[src/rtl/pipe_pkg.sv]
// Shared pipeline definitions: stage bundle widths and the packed payload
// structs that elastic stages carry between pipeline stages.
package pipe_pkg;

    localparam int FETCH_W     = 96;
    localparam int DECODE_W    = 376;
    localparam int EXEC_W      = 261;
    localparam int MEM_W       = 293;
    localparam int BACK_W      = 32;
    localparam int STALL_CNT_W = 32;

    typedef struct packed {
        logic [31:0] pc;
        logic [31:0] pc_plus4;
        logic [31:0] instr;
    } fetch_payload_t;

    typedef struct packed {
        logic [31:0] pc;
        logic [31:0] pc_plus4;
        logic [31:0] instr;
        logic [31:0] rs1_data;
        logic [31:0] rs2_data;
        logic [31:0] imm;
        logic [31:0] pred_target;
        logic [31:0] csr_data;
        logic [11:0] csr_addr;
        logic [4:0]  rd;
        logic [4:0]  rs1;
        logic [4:0]  rs2;
        logic [4:0]  alu_op;
        logic [31:0] ctrl;
        logic [7:0]  exc_cause;
        logic [47:0] trace_id;
    } decode_payload_t;

    typedef struct packed {
        logic [31:0] pc;
        logic [31:0] alu_result;
        logic [31:0] store_data;
        logic [31:0] branch_target;
        logic [31:0] csr_data;
        logic [11:0] csr_addr;
        logic [4:0]  rd;
        logic [27:0] ctrl;
        logic [7:0]  exc_cause;
        logic [47:0] trace_id;
    } exec_payload_t;

    typedef struct packed {
        logic [31:0] pc;
        logic [31:0] alu_result;
        logic [31:0] load_data;
        logic [31:0] csr_data;
        logic [31:0] mem_addr;
        logic [11:0] csr_addr;
        logic [4:0]  rd;
        logic [27:0] ctrl;
        logic [7:0]  exc_cause;
        logic [47:0] trace_id;
        logic [31:0] mem_wdata;
    } mem_payload_t;

endpackage

[src/rtl/pipe_sat_counter.sv]
// Saturating up-counter; holds at all-ones. Cleared only by async reset.
module pipe_sat_counter #(
    parameter int WIDTH = 32
) (
    input  logic             clk,
    input  logic             rst,
    input  logic             inc,
    output logic [WIDTH-1:0] value
);

    always_ff @(posedge clk or posedge rst) begin
        if (rst) begin
            value <= '0;
        end else if (inc && (value != '1)) begin
            value <= value + WIDTH'(1);
        end
    end

endmodule

[src/rtl/pipe_elastic_stage.sv]
// Elastic pipeline register: DEPTH-entry circular buffer between two stages,
// with synchronous flush and a saturating stall-cycle counter.
module pipe_elastic_stage
    import pipe_pkg::*;
#(
    parameter int WIDTH = 160,
    parameter int DEPTH = 2,
    localparam int CNT_W = $clog2(DEPTH + 1)
) (
    input  logic                   clk,
    input  logic                   rst,
    input  logic                   flush,
    input  logic                   in_valid,
    output logic                   in_ready,
    input  logic [WIDTH-1:0]       in_data,
    output logic                   out_valid,
    input  logic                   out_ready,
    output logic [WIDTH-1:0]       out_data,
    output logic [CNT_W-1:0]       count,
    output logic [STALL_CNT_W-1:0] stall_cycles
);

    localparam int PTR_W = (DEPTH > 1) ? $clog2(DEPTH) : 1;

    logic [WIDTH-1:0] mem [DEPTH];
    logic [PTR_W-1:0] head;
    logic [PTR_W-1:0] tail;
    logic             push;
    logic             pop;

    function automatic logic [PTR_W-1:0] next_ptr(input logic [PTR_W-1:0] p);
        return (p == PTR_W'(DEPTH - 1)) ? '0 : p + PTR_W'(1);
    endfunction

    // A transfer happens on a side exactly when valid and ready are both high
    // at the rising edge; valid never waits on ready. Both readies come from
    // the registered count only, so out_ready has no path to in_ready.
    assign in_ready  = (count != CNT_W'(DEPTH));
    assign out_valid = (count != '0);
    assign push      = in_valid & in_ready;
    assign pop       = out_valid & out_ready;
    assign out_data  = out_valid ? mem[head] : '0;

    always_ff @(posedge clk or posedge rst) begin
        if (rst) begin
            head  <= '0;
            tail  <= '0;
            count <= '0;
        end else if (flush) begin
            head  <= '0;
            tail  <= '0;
            count <= '0;
        end else begin
            if (push) tail <= next_ptr(tail);
            if (pop)  head <= next_ptr(head);
            case ({push, pop})
                2'b10:   count <= count + CNT_W'(1);
                2'b01:   count <= count - CNT_W'(1);
                default: count <= count;
            endcase
        end
    end

    // Storage carries no reset; out_data is masked while empty instead.
    always_ff @(posedge clk) begin
        if (push && !flush) begin
            mem[tail] <= in_data;
        end
    end

    pipe_sat_counter #(
        .WIDTH(STALL_CNT_W)
    ) u_stall_cnt (
        .clk  (clk),
        .rst  (rst),
        .inc  (out_valid & ~out_ready),
        .value(stall_cycles)
    );

endmodule

[config.mk]
export PLATFORM = sky130hd
export DESIGN_NAME = pipe_elastic_stage
export DESIGN_NICKNAME = d
export VERILOG_FILES = /design/src/rtl/pipe_pkg.sv /design/src/rtl/pipe_sat_counter.sv /design/src/rtl/pipe_elastic_stage.sv
export SDC_FILE = /design/constraint.sdc
export NUM_CORES = 1
export LEC_CHECK = 0
export CELL_PAD_IN_SITES_DETAIL_PLACEMENT = 1
export CELL_PAD_IN_SITES_GLOBAL_PLACEMENT = 2
export CORE_MARGIN = 10
export CORE_UTILIZATION = 35
export CTS_BUF_LIST = sky130_fd_sc_hd__clkbuf_4 sky130_fd_sc_hd__clkbuf_8
export DETAILED_ROUTE_END_ITERATION = 6
export PLACE_DENSITY = 0.9
export SLEW_MARGIN = 10
export SYNTH_ARGS = -nofsm -noshare
export SYNTH_HDL_FRONTEND = slang
export SYNTH_SLANG_ARGS = --single-unit
[constraint.sdc]
create_clock -name clk -period 18.88 [get_ports clk]
set_input_delay 3.776 -clock clk [delete_from_list [all_inputs] [get_ports clk]]
set_output_delay 3.776 -clock clk [all_outputs]
set_load 0.05 [all_outputs]
# Word-level counts from Yosys, hierarchy flattened
# Memories as Yosys holds them, arrays and structs flattened.
# Index checks and enable logic that the tools add are counted.
[word_totals]
inputBits = 165
memories = 1
latchBits = 0
rom_bits = 0
regBits = 36
mem_bits_rw = 320
output_inout_bits = 196
word_cells = 36
[mem_list]
columns = ["memory", "words", "width", "rd", "rd_clocked_by_memory_dff", "write_ports", "line_no", "source"]
rows = [
  ["mem", 2, 160, 1, 0, 1, "pipe_elastic_stage.sv:25", "logic [WIDTH-1:0] mem [DEPTH];"],
]
[classes]
n_mux = 11
shifts = 0
addsub = 5
reduce_logical = 7
bitwise_logic = 4
n_eq_ne = 4
magnitude_cmp = 0
mul = 0
div_mod_pow = 0
[op_table]
columns = ["operator", "count"]
rows = [
  ["two-way mux 160 bit", 1],
  ["adder 32 x 1 -> 32 bit, second input constant", 1],
  ["!= test 32 bit, second input constant", 1],
  ["two-way mux 1 bit", 8],
  ["nonzero test 2 bit", 3],
  ["case mux 2 bit (2 select lines)", 1],
  ["bitwise AND 1 bit", 3],
  ["nonzero test 3 bit", 1],
  ["adder 1 bit, second input constant", 2],
  ["adder 2 x 1 -> 2 bit, second input constant", 1],
  ["== test 2 x 1 -> 1 bit, second input constant", 1],
  ["== test 2 bit, second input constant", 1],
  ["logical AND 1 bit", 2],
  ["two-way mux 2 bit", 1],
  ["!= test 2 bit, second input constant", 1],
  ["subtractor 2 x 1 -> 2 bit, second input constant", 1],
  ["zero test 1 bit", 1],
  ["inverter 1 bit", 1],
]

# Logic depth before layout (Yosys ltp)
# Gate-level depths: netlist of the first run.
[logic_depth]
word_depth = 5
depth_mapped = 7

# Hierarchy
# Synthesis of the first run repeated with hierarchy kept, for this count alone.
[unflattened]
cells_unflattened = 857
area_unflattened_um2 = 13960.9
[modules_own_cells]
columns = ["mod", "instances", "area_per_inst_um2", "seq_area_each_um2", "cells_per_inst"]
rows = [
  ["pipe_elastic_stage", 1, 12325.6, 9709.3, 704],
  ["pipe_sat_counter", 1, 1635.3, 800.8, 153],
]

# Worst setup path after synthesis of the first run
# OpenSTA, ideal clock, no wires.
[synth_timing]
kind = "input to register"
startpoint = "input port in_valid"
endpoint = "memory mem[1][0], enable pin"
stages = 2
path_slack_ps = 2455
arrival_time_ps = 15516
required_ps = 17971
cell_sequence = "nand2_1 -> nor3b_1"
[synth_via]
elab_chain_cells = 4
[synth_rtl]
columns = ["element", "line_no", "source"]
rows = [
  ["start, declared", "pipe_elastic_stage.sv:13", "input logic in_valid,"],
  ["bitwise AND 1 bit", "pipe_elastic_stage.sv:40", "assign push = in_valid & in_ready;"],
  ["logical AND 1 bit", "pipe_elastic_stage.sv:66", "if (push && !flush) begin"],
  ["two-way mux 1 bit", "pipe_elastic_stage.sv:66", ""],
  ["two-way mux 1 bit (implied by the code)", "pipe_elastic_stage.sv:67", "mem[tail] <= in_data;"],
  ["end, declared", "pipe_elastic_stage.sv:25", ""],
]
# No other way between the ends.

# Worst setup path after layout of the first run
[layout_timing]
startpoint = "register head"
endpoint = "output port out_data[76]"
[layout_via]
elab_chain_cells = 2
[layout_rtl]
columns = ["element", "line_no", "source"]
rows = [
  ["start, declared", "pipe_elastic_stage.sv:26", "logic [PTR_W-1:0] head;"],
  ["start signal, assigned", "pipe_elastic_stage.sv:55", "if (pop) head <= next_ptr(head);"],
  ["memory read (2 x 160 bit)", "--", ""],
  ["two-way mux 160 bit", "pipe_elastic_stage.sv:42", "assign out_data = out_valid ? mem[head] : '0;"],
  ["end, declared", "pipe_elastic_stage.sv:18", "output logic [WIDTH-1:0] out_data,"],
]
# No other way between the ends.

==> reports/qor.yml, run 1 <==
outcome: "complete, no violations"
multi_input_comb_area_um2: 3120
die_w_um: 219
yosysTopAreaCellShare_pct: 69.6
timing.final.ws_setup_ns: 10.99
skew_ns: 0.0301
ys_warn_count: 0
critPathMaxFanout: 54
syn2layout_area_growth_pct: 38.9
dpl_cell_area_um2: 18000
final_cells: 1818
leakagePower_nw: 6.48
clkLatencyLatePin_ns: 0.65
gp_congestion: 0.778
drt_wl_total_mm: 40.9
fin_crit_sh_pct: 41.8
synth_ff_type: "edfxtp_1"
async_flop_share_pct: 10.1
antenna_found_initial: 10
cts_root_buf: "clkbuf_8"
wl_per_cell_um: 22.5
critical_path_required_ns: 15.10
hold_buffers: 0
placeableCoreArea_um2: 38800
critPathBufInv: 3
fin_area_um2: 19200
initial_core_util_pct: 35.6
final_common_cell: "clkdlybuf4s50_1"
fillers: 3794
endpoint: "out_data[76]"
cts-buffers-inserted: 60
drive_above_1_share_pct: 8.94
clockBufferDepth: 3
nets: 1416
rr_worst_depth: 5
worstReg2RegEnd: "mem[1][85]"
io_pins: 361
max-cap-violations: 0
r2r_start: "count[0]"
tritoncts: "built"
detail-route-antenna-nets: 0
io_buffers: 360
r2r_slack_ns: 15.83
hpwl_mm: 28.7
via_count: 8678
fmax_mhz: 127
cp.depth: 5
cp-startpoint: "head"
post-cts-setup-buffers: 0
fin_crit_ns: 7.89
slowest_delay_ns: 0.85
path_common_cell: "buf_4"
rsz0062_at_grt: "no"
drt_pass1_iterations: 4
yosys-top-cells-area: "edfxtp_1, mux2i_1, dfrtp_1"
slew-limit-headroom_pct: 20.3
cts_resized: 0
yosysSeqAreaShare_pct: 76.1
clock_sinks: 356
powerDensity_nw_per_um2: 101
holdWs_ns: 0.503
synth_nets: 1021
critPathLaunchType: "flop"
final_cell_mix: "clkdlybuf4s50_1, edfxtp_1, nor2_1"
ir_drop_v: 0.0000671
syn_avg_cell_area_um2: 16.2
die_h_um: 219
hold_path.class: "reg2reg"
netlist_area_um2: 13800
avgViaCountPerCell: 4.77
cp.arrival_ns: 4.11
grt_pass1_vias: 9661
rows: 72
clk_pin_slew_ns: 0.06
critical_path.top_delay_family: "buffers and inverters"
synth-seq-cells: 356
grt_max_degree: 63
htree_num_levels: 2
worst_pin_slew_ns: 1.19
critical_path_class: "reg2out"
grt_usage_pct: 16.6
synth_cell_types: 36
drt_iter0_markers: 381
crit_chain: "buf_4 -> buf_4 -> mux2i_1 -> nor2_1 -> clkdlybuf4s50_1"
syn-instance-count: 855
pre_cts_slack_ns: 11.60
synth_edf_count: 320
hold_violations: 0
dieArea_um2: 47800
finalSetupViolations: 0
place_inst: 1706
fin_tns_setup_ns: 0
area.sequential_um2: 10500
grt_pass1_wl_mm: 60.3
end_kind: "output pin"
overflow: 0
slew_viol_final: 0
drcViolationCount: 0
cp_slowest_cell: "buf_4"
synth_top_cell_by_area: "edfxtp_1"
==> cells in the mapped netlist (all sizes together), types with 2 or more instances <==
| cell | instances |
|---|---|
| nand2b | 3 |
| mux2i | 161 |
| xnor2 | 27 |
| buf | 20 |
| xor2 | 6 |
| nor4 | 4 |
| nand4 | 16 |
| inv | 6 |
| nor4b | 2 |
| and4 | 4 |
| dfrtp | 36 |
| edfxtp | 320 |
| nand3 | 16 |
| clkbuf | 20 |
| nor3 | 5 |
| nand2 | 15 |
| nor2 | 175 |
| and3 | 7 |
| or3 | 2 |
| nor3b | 2 |
==> layout make-up <==
| type | instances | share of cell area (%) |
|---|---|---|
| well taps | 518 | 3.38 |
| flip-flops and latches | 356 | 54.8 |
| clock inverters | 28 | 0.822 |
| multi-input cells | 453 | 16.3 |
| diodes | 3 | 0.0391 |
| clock buffers | 81 | 5.26 |
| inverters | 6 | 0.117 |
| repair buffers | 373 | 19.3 |
==> how the worst min path moves through the flow <==
stage	start	endpoint	depth (start not counted)
final	u_stall_cnt.value[10]	u_stall_cnt.value[10]	1
after global routing	u_stall_cnt.value[10]	u_stall_cnt.value[10]	1
after CTS	u_stall_cnt.value[10]	u_stall_cnt.value[10]	1
after detailed placement	u_stall_cnt.value[10]	u_stall_cnt.value[10]	1
after global placement	u_stall_cnt.value[31]	u_stall_cnt.value[31]	1
after floorplan	tail	tail	2
==> report_power, final <==
| group | total, mW | switching (mW) | internal (mW) |
|---|---|---|---|
| logic | 0.353 | 0.230 | 0.123 |
| clock network | 0.667 | 0.308 | 0.359 |
| registers | 0.916 | 0.0168 | 0.899 |
| total | 1.94 | 0.555 | 1.38 |
==> registers in the layout, indices dropped and copies added, names as in the netlist <==
signal	count
count	2
head	1
u_stall_cnt.value	32
mem	320
tail	1
==> metrics by stage <==
stage	util, %	total power [mW]
6_report	49.4	1.94
5_1_grt	49.4	2.02
4_1_cts	49.4	1.97
3_5_place_dp	46.4	1.29
3_3_place_gp	46.4	1.28
2_1_floorplan	-	1.15
==> logic make-up after synthesis <==
| logic type | share of synthesized area, % |
|---|---|
| flip-flops | 76.1 |
| AND/OR/NAND/NOR | 8.42 |
| multiplexers | 11.7 |
| buffers and inverters | 1.42 |
| XOR/XNOR | 2.09 |
| AO/OA/AOI/OAI | 0.136 |
| adder cells (fa/ha/maj) | 0.0906 |
==> metal layers <==
layer / vias up / track usage [%] / part of all wire, %
li1: 3968 / - / -
met1: 4333 / 17.5 / 37
met2: 296 / 28.2 / 50
met3: 67 / 8.98 / 12
met4: 14 / 4.83 / 1.7
met5: - / 0 / 0.24
Power figures use the tool's default switching activity.
==> run 2, diff against run 1 <==
clock period = 8.2 ns   (was 18.88 ns; I/O delays follow)
==> reports/qor.yml, run 2 (same netlist as run 1, synthesis figures left out) <==
grt_max_degree: 161  # +160%
antenna_found_initial: 14  # +4
timing.final.ws_setup_ns: 3.31  # -7.68 ns
cts_resized: 0  # unchanged
die_h_um: 219  # unchanged
clockBufferDepth: 3  # unchanged
fin_crit_ns: 4.89
critPathMaxFanout: 104  # +93%
r2r_start: "count[0]"
largest_registers: "mem: 320 flops, u_stall_cnt.value: 32 flops, count: 2 flops"
avgViaCountPerCell: 4.78  # +0.15%
syn2layout_area_growth_pct: 39.2
hold_violations: 0  # unchanged
detail-route-antenna-nets: 0  # unchanged
drt_wl_total_mm: 41.8  # +2.3%
hold_start: "u_stall_cnt.value[7]"
cp.arrival_ns: 3.25  # -0.86 ns
ir_drop_v: 0.000155  # +130%
cp_slowest_cell: "clkdlybuf4s50_1"
grt_pass1_wl_mm: 61.6  # +2.1%
drcViolationCount: 0  # unchanged
critPathBufInv: 2  # -1
r2r_slack_ns: 5.50  # -10.33 ns
hold_depth: 1  # unchanged
finalSetupViolations: 0  # unchanged
dieArea_um2: 47800  # unchanged
critical_path_required_ns: 6.56  # -8.54 ns
largest_reg_flops: 320  # unchanged
clkLatencyLatePin_ns: 0.65  # about the same
io_pins: 361  # unchanged
outcome: "complete, no violations"
fin_crit_sh_pct: 59.6
drt_iter0_markers: 394  # +3.4%
skew_ns: 0.0313  # +0.00123 ns
slowest_delay_ns: 0.88  # +0.03 ns
crit_chain: "buf_12 -> mux2i_1 -> nor2_1 -> clkdlybuf4s50_1"
tritoncts: "built"
slew-limit-headroom_pct: 25.9  # +5.5 points
final_cell_mix: "clkdlybuf4s50_1, edfxtp_1, nor2_1"
pre_cts_slack_ns: 3.87  # -7.73 ns
critical_path_class: "reg2out"
rsz0062_at_grt: "no"
htree_num_levels: 2  # unchanged
initial_core_util_pct: 35.6  # unchanged
end_kind: "output pin"
critical_path.top_delay_family: "buffers and inverters"
cts-buffers-inserted: 58  # -3.3%
io_buffers: 360  # unchanged
clock_sinks: 356  # unchanged
rr_worst_depth: 5  # unchanged
clk_pin_slew_ns: 0.06  # about the same
wl_per_cell_um: 23.1  # +2.6%
worstReg2RegEnd: "mem[0][105]"
drive_above_1_share_pct: 9.00  # +0.056 points
grt_usage_pct: 17.1  # +0.46 points
via_count: 8667  # -0.13%
die_w_um: 219  # unchanged
largest-register: "mem"
max-cap-violations: 0  # unchanged
post-cts-setup-buffers: 0  # unchanged
min_to: "u_stall_cnt.value[7]"
gp_congestion: 0.790  # +1.5%
overflow: 0  # unchanged
hold_path.class: "reg2reg"
critPathLaunchType: "flop"
rows: 72  # unchanged
hpwl_mm: 28.0  # -2.4%
placeableCoreArea_um2: 38800  # unchanged
leakagePower_nw: 6.48  # about the same
worst_pin_slew_ns: 1.11  # -0.0804 ns
cts_root_buf: "clkbuf_8"
fmax_mhz: 205
hold_buffers: 0  # unchanged
final_common_cell: "clkdlybuf4s50_1"
drt_pass1_iterations: 4  # unchanged
fin_tns_setup_ns: 0  # unchanged
grt_pass1_vias: 9786  # +1.3%
powerDensity_nw_per_um2: 235  # +130%
slew_viol_final: 0  # unchanged
nets: 1411  # -0.35%
run 2: cell types whose count changed in the layout (fill, tap and decap cells not counted), moves of 2 or more:
cell	change
diode_2	+3
buf_4	-5
clkinv_1	-8
clkbuf_4	+8
clkinv_2	-5
buf_12	+2
run 2: worst reg2reg max path, cell delays in order (launching register included):
cell	delay, ns
dfrtp_1	0.50
nand2b_1	0.21
nand2_1	0.20
nor3_4	0.32
buf_4	0.35
buf_4	0.71
run 2: cell type report:
class | instances | area (µm²)
fill | 3804 | 19600
sequential | 356 | 10500
timing repair buffer | 370 | 3700
multi-input combinational | 453 | 3140
clock buffer | 88 | 1050
tap | 518 | 648
clock inverter | 16 | 131
inverter | 6 | 22.5
antenna | 6 | 15.0
run 2: per-stage QoR:
step | power, mW | util, % | instance area [µm²] | hold slack [ns] | cells
after global routing | 4.68 | 49.5 | 19200 | 0.534 | 1810
after global placement | 2.95 | 46.4 | 18000 | 0.482 | 1703
after detailed placement | 2.97 | 46.4 | 18000 | 0.492 | 1703
final | 4.51 | 49.5 | 19200 | 0.499 | 1813
after floorplan | 2.63 | - | 13800 | 0.583 | 855
after CTS | 4.57 | 49.5 | 19200 | 0.500 | 1807
run 2: metal layers:
metal | track usage (%) | share of wire [%] | vias to the layer above
met5 | 0 | 0.23 | -
met4 | 5.86 | 1.9 | 16
met3 | 8.40 | 11 | 68
met2 | 29.0 | 50 | 316
met1 | 18.2 | 36 | 4311
li1 | - | - | 3956
run 2: how the worst max path moves through the flow:
stage / from / endpoint / cells past startpoint
floorplan: in_valid / mem[1][0] / 2
global placement: in_valid / mem[0][81] / 5
detailed placement: in_valid / mem[0][101] / 5
CTS: head / out_data[147] / 4
global route: head / out_data[147] / 4
finish: head / out_data[147] / 4
run 2: report_power, final:
| group | switching (mW) | internal (mW) | leakage, nW |
|---|---|---|---|
| Sequential | 0.0401 | 2.07 | 3.42 |
| Clock | 0.704 | 0.879 | 0.627 |
| Combinational | 0.532 | 0.284 | 2.44 |
| Total | 1.28 | 3.23 | 6.48 |
==> run 3, diff against run 2 <==
CORE_UTILIZATION = 31   (was 35)
PLACE_DENSITY = 0.85   (was 0.9)
clock period = 4.21 ns   (was 8.2 ns; I/O delays follow)
==> reports/qor.yml, run 3 (same netlist as run 1, synthesis figures left out) <==
drive_above_1_share_pct: 9.79  # +0.79 points
grt_usage_pct: 14.5  # -2.5 points
hold_buffers: 0  # unchanged
worstReg2RegEnd: "u_stall_cnt.value[1]"
clk_pin_slew_ns: 0.06  # about the same
fin_crit_sh_pct: 92.8
detail-route-antenna-nets: 0  # unchanged
critical_path_required_ns: 3.37  # -3.19 ns
skew_ns: 0.0152  # -0.0161 ns
min_to: "u_stall_cnt.value[31]"
cp-startpoint: "head"
clkLatencyLatePin_ns: 0.63  # -0.02 ns
die_h_um: 231  # +5.7%
slew_viol_final: 0  # unchanged
critPathMaxFanout: 41  # -61%
tritoncts: "built"
clockBufferDepth: 3  # unchanged
critPathLaunchType: "flop"
grt_pass1_wl_mm: 59.8  # -3.0%
htree_num_levels: 2  # unchanged
ir_drop_v: 0.000292  # +89%
antenna_found_initial: 8  # -6
cts_resized: 0  # unchanged
drcViolationCount: 0  # unchanged
finalSetupViolations: 0  # unchanged
io_buffers: 360  # unchanged
p_seq_share_pct: 46.8  # about the same
largest_registers: "mem: 320 flops, u_stall_cnt.value: 32 flops, count: 2 flops"
syn2layout_area_growth_pct: 41.2
cp.arrival_ns: 3.06  # -0.19 ns
wl_per_cell_um: 20.9  # -9.4%
holdWs_ns: 0.508  # +0.00837 ns
hold_depth: 1  # unchanged
rsz0062_at_grt: "no"
placeableCoreArea_um2: 44100  # +14%
p_switching_mw: 2.50  # +96%
avgViaCountPerCell: 4.50  # -5.9%
largest_reg_flops: 320  # unchanged
largest-register: "mem"
hold_violations: 0  # unchanged
fillers: 4537  # +19%
slew-limit-headroom_pct: 42.7  # +17 points
grt_pass1_vias: 9551  # -2.4%
die_w_um: 231  # +5.7%
clock_sinks: 356  # unchanged
fin_crit_ns: 3.91
power_frac_comb_pct: 18.2  # about the same
powerDensity_nw_per_um2: 451  # +92%
hpwl_mm: 27.3  # -2.4%
outcome: "complete, no violations"
cts-buffers-inserted: 61  # +5.2%
dieArea_um2: 53400  # +12%
r2r_start: "u_stall_cnt.value[0]"
io_pins: 361  # unchanged
cts_root_buf: "clkbuf_8"
initial_core_util_pct: 31.3  # -4.3 points
power_frac_clock_pct: 35.0  # about the same
fmax_mhz: 256
max-cap-violations: 0  # unchanged
post-cts-setup-buffers: 0  # unchanged
drt_pass1_iterations: 4  # unchanged
nets: 1421  # +0.71%
hold_path.class: "reg2reg"
end_kind: "output pin"
sw_frac_of_total_pct: 28.5  # +0.17 points
rows: 77  # +6.9%
finish.utilization_pct: 44.2  # -5.3 points
r2r_slack_ns: 1.57  # -3.93 ns
leakagePower_nw: 6.57  # +1.3%
drt_iter0_markers: 411  # +4.3%
hold_start: "u_stall_cnt.value[31]"
gp_congestion: 0.771  # -2.5%
drt_wl_total_mm: 39.7  # -5.1%
via_count: 8555  # -1.3%
final_common_cell: "clkdlybuf4s50_1"
worst_pin_slew_ns: 0.859  # -0.252 ns
rr_worst_depth: 6  # +1
critical_path_class: "reg2out"
p_int_mw: 6.29  # +94%
overflow: 0  # unchanged
final_cell_mix: "clkdlybuf4s50_1, edfxtp_1, nor2_1"
grt_max_degree: 119  # -26%
## run 3: worst max path at each step
stage	to	slack, ns	cells past startpoint
6_report	out_data[122]	0.30	4
5_1_grt	out_data[122]	0.13	4
4_1_cts	out_data[158]	0.18	4
3_5_place_dp	out_data[122]	0.94	4
3_3_place_gp	out_data[47]	0.97	4
2_1_floorplan	mem[1][0]	-1.23	3
## run 3: critical path, cell delays in order (launching register included)
cell,delay (ns)
dfrtp_4,0.83
buf_12,0.36
mux2i_1,0.14
nor2_1,0.18
clkdlybuf4s50_1,0.85
## run 3: per-layer routing
layer / GRT usage, % / vias up / part of all wire, %
li1: - / 3983 / -
met1: 16.9 / 4204 / 40
met2: 22.8 / 292 / 46
met3: 8.21 / 64 / 12
met4: 3.93 / 12 / 1.8
met5: 0 / - / 0.18
## run 3: cell type report
type / count / area [µm²] / area share [%]
diodes: 2 / 5.00 / 0.0257
clock buffers: 84 / 1010 / 5.19
clock inverters: 31 / 193 / 0.988
inverters: 6 / 22.5 / 0.116
multi-input cells: 453 / 3150 / 16.2
flip-flops and latches: 356 / 10500 / 53.9
well taps: 592 / 741 / 3.80
repair buffers: 377 / 3860 / 19.8
## run 3: metrics by stage
step / TNS [ns] / setup WS, ns / instances / instance area [µm²] / total power, mW
detailed placement: 0 / 0.937 / 1784 / 18300 / 5.81
finish: 0 / 0.303 / 1901 / 19500 / 8.79
global placement: 0 / 0.969 / 1784 / 18300 / 5.78
CTS: 0 / 0.185 / 1899 / 19500 / 8.94
global route: 0 / 0.130 / 1900 / 19500 / 9.17
floorplan: -351.33 / -1.23 / 855 / 13900 / 5.12
## run 3: power by group through the flow
stage	clock, mW	combinational, mW	sequential, mW
after floorplan	0	0.862	4.26
after global placement	0	1.60	4.18
after detailed placement	0	1.62	4.19
after CTS	3.19	1.63	4.12
after global routing	3.34	1.69	4.14
final	3.07	1.60	4.12
